<file path="src/rtl/spi_pkg.sv">
// rtl/spi_pkg.sv - shared defaults and sequencer state encoding for the SPI transfer sequencer
package spi_pkg;

  localparam int DWIDTH_DEF = 8;
  localparam int LEN_W_DEF  = 8;
  localparam int SS_DLY_DEF = 2;

  typedef enum logic [3:0] {
    ST_IDLE,
    ST_SS_SETUP,
    ST_LOAD,
    ST_WAIT_RISE,
    ST_WAIT_FALL,
    ST_READ,
    ST_CAPTURE,
    ST_RX_PUSH,
    ST_SS_HOLD,
    ST_DONE
  } xfer_state_t;

endpackage

</file>
<file path="src/rtl/spi_ss_timer.sv">
// rtl/spi_ss_timer.sv - slave-select guard timer; expires SS_DLY cycles after a load
module spi_ss_timer
  import spi_pkg::*;
#(
  parameter int SS_DLY = SS_DLY_DEF
) (
  input  logic i_clk,
  input  logic i_rst,
  input  logic i_load,
  output logic o_expired
);

  localparam int CW = (SS_DLY > 1) ? $clog2(SS_DLY) : 1;

  logic [CW-1:0] r_cnt;

  // Loaded with SS_DLY-1 so the owning state lasts exactly SS_DLY cycles.
  always_ff @(posedge i_clk) begin
    if (i_rst) begin
      r_cnt <= '0;
    end else if (i_load) begin
      r_cnt <= CW'(SS_DLY - 1);
    end else if (r_cnt != '0) begin
      r_cnt <= r_cnt - 1'b1;
    end
  end

  assign o_expired = (r_cnt == '0);

endmodule

</file>
<file path="src/rtl/spi_xfer_seq.sv">
// rtl/spi_xfer_seq.sv - multi-byte transfer sequencer framing single-byte SPI core transfers
module spi_xfer_seq
  import spi_pkg::*;
#(
  parameter int DWIDTH = DWIDTH_DEF,
  parameter int LEN_W  = LEN_W_DEF,
  parameter int SS_DLY = SS_DLY_DEF
) (
  input  logic              i_clk,
  input  logic              i_rst,
  input  logic              i_start,
  input  logic [LEN_W-1:0]  i_len,
  input  logic              i_abort,
  input  logic [DWIDTH-1:0] i_tx_data,
  input  logic              i_tx_valid,
  output logic              o_tx_ready,
  output logic [DWIDTH-1:0] o_rx_data,
  output logic              o_rx_valid,
  input  logic              i_rx_ready,
  output logic              o_busy,
  output logic              o_done,
  output logic              o_aborted,
  output logic              o_ss_n,
  output logic              o_core_cs,
  output logic              o_core_wr,
  output logic              o_core_rd,
  output logic [DWIDTH-1:0] o_core_din,
  input  logic [DWIDTH-1:0] i_core_dout,
  input  logic              i_core_busy
);

  xfer_state_t       r_state;
  xfer_state_t       w_next;
  logic [LEN_W-1:0]  r_remaining;
  logic              r_ss_n;
  logic              r_core_wr;
  logic              r_aborted;
  logic              r_rx_valid;
  logic [DWIDTH-1:0] r_core_din;
  logic [DWIDTH-1:0] r_rx_data;
  logic              w_timer_load;
  logic              w_timer_exp;
  logic              w_tx_take;
  logic              w_rx_hs;
  logic              w_last;

  spi_ss_timer #(.SS_DLY(SS_DLY)) u_ss_timer (
    .i_clk     (i_clk),
    .i_rst     (i_rst),
    .i_load    (w_timer_load),
    .o_expired (w_timer_exp)
  );

  assign w_last = (r_remaining == LEN_W'(1));

  always_comb begin
    w_next       = r_state;
    w_timer_load = 1'b0;
    w_tx_take    = 1'b0;
    w_rx_hs      = 1'b0;
    case (r_state)
      ST_IDLE: begin
        if (i_start) begin
          if (i_len != '0) begin
            w_next       = ST_SS_SETUP;
            w_timer_load = 1'b1;
          end else begin
            w_next = ST_DONE;
          end
        end
      end
      ST_SS_SETUP:  if (w_timer_exp) w_next = ST_LOAD;
      ST_LOAD: begin
        // Abort wins over a pending tx byte so nothing new starts after it.
        if (i_abort) begin
          w_next       = ST_SS_HOLD;
          w_timer_load = 1'b1;
        end else if (i_tx_valid) begin
          w_tx_take = 1'b1;
          w_next    = ST_WAIT_RISE;
        end
      end
      ST_WAIT_RISE: if (i_core_busy) w_next = ST_WAIT_FALL;
      ST_WAIT_FALL: if (!i_core_busy) w_next = ST_READ;
      ST_READ:      w_next = ST_CAPTURE;
      ST_CAPTURE:   w_next = ST_RX_PUSH;
      ST_RX_PUSH: begin
        if (i_rx_ready) begin
          w_rx_hs = 1'b1;
          if (w_last || i_abort) begin
            w_next       = ST_SS_HOLD;
            w_timer_load = 1'b1;
          end else begin
            w_next = ST_LOAD;
          end
        end
      end
      ST_SS_HOLD:   if (w_timer_exp) w_next = ST_DONE;
      ST_DONE:      w_next = ST_IDLE;
      default:      w_next = ST_IDLE;
    endcase
  end

  always_ff @(posedge i_clk) begin
    if (i_rst) begin
      r_state     <= ST_IDLE;
      r_remaining <= '0;
      r_ss_n      <= 1'b1;
      r_core_wr   <= 1'b0;
      r_aborted   <= 1'b0;
      r_rx_valid  <= 1'b0;
      r_core_din  <= '0;
      r_rx_data   <= '0;
    end else begin
      r_state   <= w_next;
      r_core_wr <= w_tx_take;
      if (r_state == ST_IDLE && i_start) begin
        r_remaining <= i_len;
        r_aborted   <= 1'b0;
        if (i_len != '0) r_ss_n <= 1'b0;
      end
      if (w_tx_take) r_core_din <= i_tx_data;
      if (r_state == ST_CAPTURE) begin
        r_rx_data  <= i_core_dout;
        r_rx_valid <= 1'b1;
      end
      if (w_rx_hs) begin
        r_rx_valid  <= 1'b0;
        r_remaining <= r_remaining - 1'b1;
      end
      // Only flag aborted when bytes were actually left unsent.
      if ((r_state == ST_LOAD && i_abort) || (w_rx_hs && i_abort && !w_last)) r_aborted <= 1'b1;
      if (r_state == ST_SS_HOLD && w_timer_exp) r_ss_n <= 1'b1;
    end
  end

  assign o_tx_ready = w_tx_take;
  assign o_rx_data  = r_rx_data;
  assign o_rx_valid = r_rx_valid;
  assign o_busy     = (r_state != ST_IDLE);
  assign o_done     = (r_state == ST_DONE);
  assign o_aborted  = (r_state == ST_DONE) && r_aborted;
  assign o_ss_n     = r_ss_n;
  assign o_core_wr  = r_core_wr;
  assign o_core_rd  = (r_state == ST_READ);
  assign o_core_cs  = r_core_wr | o_core_rd;
  assign o_core_din = r_core_din;

endmodule

</file>
<file path="config.mk">
export PLATFORM = sky130hd
export DESIGN_NAME = spi_xfer_seq
export DESIGN_NICKNAME = d
export VERILOG_FILES = /design/src/rtl/spi_pkg.sv /design/src/rtl/spi_ss_timer.sv /design/src/rtl/spi_xfer_seq.sv
export SDC_FILE = /design/constraint.sdc
export NUM_CORES = 1
export LEC_CHECK = 0
export ABC_AREA = 1
export CORE_ASPECT_RATIO = 2
export CORE_MARGIN = 2
export CORE_UTILIZATION = 41
export CTS_CLUSTER_SIZE = 28
export DETAILED_ROUTE_END_ITERATION = 6
export PLACE_DENSITY = 0.75
export SLEW_MARGIN = 20
export SYNTH_ARGS = -nofsm -noshare
export SYNTH_HDL_FRONTEND = slang
export SYNTH_HIERARCHICAL = 1
export SYNTH_SLANG_ARGS = --single-unit
</file>
<file path="constraint.sdc">
create_clock -name i_clk -period 1.4 [get_ports i_clk]
set_input_delay 0.28 -clock i_clk [delete_from_list [all_inputs] [get_ports i_clk]]
set_output_delay 0.28 -clock i_clk [all_outputs]
set_load 0.05 [all_outputs]
</file>
==> results of run 1 <==
## what timing repair did
action | CTS | global route
pin swaps | 10 | 20
endpoints found under the setup margin | 29 | 26
setup buffers | 9 | 3
resized for setup | 25 | 39
## how the worst max path moves through the flow
stage | start | to | slack [ps] | cells past startpoint
final | r_state[0] | o_done | -200 | 6
after global routing | r_state[0] | o_done | -250 | 6
after CTS | r_state[0] | o_done | -210 | 6
after detailed placement | i_rx_ready | r_aborted | -190 | 6
after global placement | i_rx_ready | r_remaining[4] | -160 | 7
after floorplan | r_state[0] | o_core_cs | -50 | 5
## synthesized netlist by cell type (all sizes together) (2+ instances only)
cell / n
nand2: 64
nor2: 43
dfxtp: 33
inv: 28
o21ai: 22
a21oi: 21
nand3: 18
buf: 4
nor3: 4
nand4: 3
a31oi: 2
ha: 2
nand3b: 2
o211ai: 2
## routing by layer
metal	track usage, %	wire, µm	vias to the layer above
li1	-	-	1005
met2	50.4	3430	112
met5	0	0	-
met4	12.5	287	0
met1	23.5	1980	974
met3	4.23	297	29
## critical path, cell delays in order (launching register included)
cell	delay, ps
dfxtp_4	370
inv_2	50
nor2_4	130
inv_2	80
buf_6	120
nor3_4	140
buf_12	160
## registers in the layout, indices dropped and copies added (netlist names)
| register | flops |
|---|---|
| o_ss_n | 1 |
| r_remaining | 8 |
| o_rx_valid | 1 |
| u_ss_timer/r_cnt | 1 |
| o_core_wr | 1 |
| o_rx_data | 8 |
| r_state | 4 |
| o_core_din | 8 |
| r_aborted | 1 |
## stage by stage
stage | hold slack (ps) | total power, µW | instance area, µm² | setup TNS (ps) | setup slack [ps]
6_report | 499 | 4020 | 3150 | -1180 | -204
3_3_place_gp | 475 | 2910 | 2800 | -2480 | -158
3_5_place_dp | 491 | 2950 | 2800 | -3170 | -190
2_1_floorplan | 347 | 2180 | 1740 | -54.9 | -53.1
4_1_cts | 502 | 3830 | 3020 | -985 | -208
5_1_grt | 518 | 4230 | 3150 | -2400 | -253
## final cells by class
cell class	count	area (µm²)
repair buffers	91	1140
multi-input cells	186	1070
fillers	278	895
flip-flops and latches	33	676
inverters	28	115
clock buffers	7	86.3
well taps	52	65.1
## kinds of logic after synthesis
group / synth area share, %
flip-flops: 38.7
AO/OA/AOI/OAI: 14.9
adder cells (fa/ha/maj): 1.46
AND/OR/NAND/NOR: 37.0
buffers and inverters: 7.98
## power breakdown
group / leakage (µW) / switching, µW / internal, µW
Combinational: 0.00103 / 1160 / 911
Clock: 0.0000443 / 339 / 390
Sequential: 0.000271 / 144 / 1080
Total: 0.00135 / 1640 / 2380
==> run summary, run 1 <==
The run finished, with violations left. The checks that failed: setup timing. Share of synthesized flip-flops with an asynchronous set or reset: 0%. The post-synthesis area per instance is 6.78 µm², and the hold buffer count at cts is 0.

Setup repair after global routing could not meet its margin everywhere. For the pin with the worst max-slew slack, the measured transition is 367 ps. The first global-routing pass estimated 9220 µm of wire. The cell area power density is 1280 mW/mm², and the routed wire length is 5990 µm.

For the worst-skew pair, the clock arrives at the later sink with an insertion delay of 280 ps. The number of enable-type register cells in the synthesized netlist works out to 0. The signed area change from the synthesized netlist to the final layout came out at 84.4%. In this run the vertical extent of the chip is 95.3 µm. During placement, the flow inserted port buffers numbering 55. Classification of the worst-slack hold path: reg -> reg.

Post-route clock period utilization: 115%. The floorplan step defined a die boundary enclosing 0.00473 mm². TritonCTS built the clock tree. The highest achievable clock rate is 0.623 GHz. The Yosys step of the flow raised 6 warnings. The path with the worst hold slack has its endpoint at o_core_din[6]. The wire-length estimate of the detail-placed layout is 4080 µm. The tools report the root buffer cell as clkbuf_8.

Of all cell types, the one taking the most synthesized area is dfxtp_1. After the flow finishes, the layout carries non-filler instances totaling 397. The most frequently used flop master after synthesis was dfxtp_1.

The worst register-to-register path has a setup slack of -70 ps. The share of the Yosys chip area taken by registers is 38.7%. The smallest clock period supported by the final layout is computed as 1600 ps. At the worst endpoint, the required time is 1120 ps. In the final routed layout, each cell accounts on average for 15.1 µm. In this run the deepest clock path goes through 2 buffers. Launch instance of the worst min-delay path: o_core_din[6]. Leaving out fill and tap cells, the most frequent cell in the layout is nand2_1.

The repair_antennas step left the layout with diodes totalling 0. The run gives 5 as the clock buffer count from CTS. The slack of the critical path was -204 ps; the DRC violation count after routing was 0. The cell count after synthesis came out at 252. Number of routed nets with antenna violations: 0. Across the run, the number of max-cap violations was 0.

The worst register-to-register path ends at r_state[0]. Synthesis produced a netlist with a net count of 285. The post-synth design cell area is 0.00171 mm². The number of I/O pins is 56, and the H-tree depth is 2. The number of distinct standard cells referenced by the synthesized netlist is 30, and the largest net degree at the start of global routing is 16.

Normalized max-slew margin: 75.5%. The overall routing resource usage is 25.2%. Sorting the synthesized cells by area gives the leading types as dfxtp_1 (39%), nand2_1 (13%), nor2_1 (7.7%). The worst setup path is of the reg -> out kind. For this run, the detailed router's first-pass iteration total came to 4. In this run the standard cell core region covers 0.00405 mm².

For the cell count after placement, the log shows 380. The flop and latch count out of synthesis was 33; the effective utilization at floorplan was 42.2%. The congestion estimate from routability-driven global placement came to 0.951. Counting every sink on the clock net gives 33. The maximum fanout count along the critical path is 4. The logs give 2113 for the number of global-route vias before repair and 378 for the net count of the finished layout. The run gives 0 as the overflow left after global routing.

The run gives 0 as the number of max-slew violations in the final report. In the final layout, the share of cells above drive strength 1 is 35.7%. The run gives 0 as the number of hold violations in the final report. STA classifies the critical path startpoint as a register.

Along the worst hold path, the cell count comes to 2. The run gives 0.00135 µW as the leakage power. In this run the horizontal extent of the chip is 49.7 µm.

The via count came out at 2120. The first-iteration detailed-routing DRC count was 118. The startpoint identified for the worst register-to-register timing path is r_state[3]. The synthesized design devotes to its leading area cell type 38.7% of total area. The post-detailed-route via-to-cell ratio was 5.34; the initial antenna violation count was 0. Setup violations remaining at the end of the flow were counted as 12.

The clock transition at the registers of the reported paths is 70 ps, and the critical path arrival is 1320 ps. In the layout the commonest cells are nand2_1 (49), nor2_1 (32), clkdlybuf4s50_1 (29), dfxtp_1 (29), buf_12 (28). The floorplan has 33 rows. Across the VDD grid, the largest voltage drop is 1.12 mV.

Between clock sinks in the finished design, the worst skew comes to 4.35 ps. The worst register-to-register path has a depth of 9. The tools report the final core utilization as 77.9%. The kind of capture point of the worst setup path is an output pin.
No activity file was read; power rests on OpenSTA's default activity.
==> run 2, diff against run 1 <==
--- a/config.mk
+++ b/config.mk
@@ -9,10 +9,10 @@
 export CORE_ASPECT_RATIO = 2
 export CORE_MARGIN = 2
 export CORE_UTILIZATION = 41
-export CTS_CLUSTER_SIZE = 28
+export CTS_CLUSTER_SIZE = 14
 export DETAILED_ROUTE_END_ITERATION = 6
 export PLACE_DENSITY = 0.75
-export SLEW_MARGIN = 20
+export SLEW_MARGIN = 25
 export SYNTH_ARGS = -nofsm -noshare
 export SYNTH_HDL_FRONTEND = slang
 export SYNTH_HIERARCHICAL = 1
==> results of run 2 <==
Final layout, timing and power as in run 1 (identical DEF).
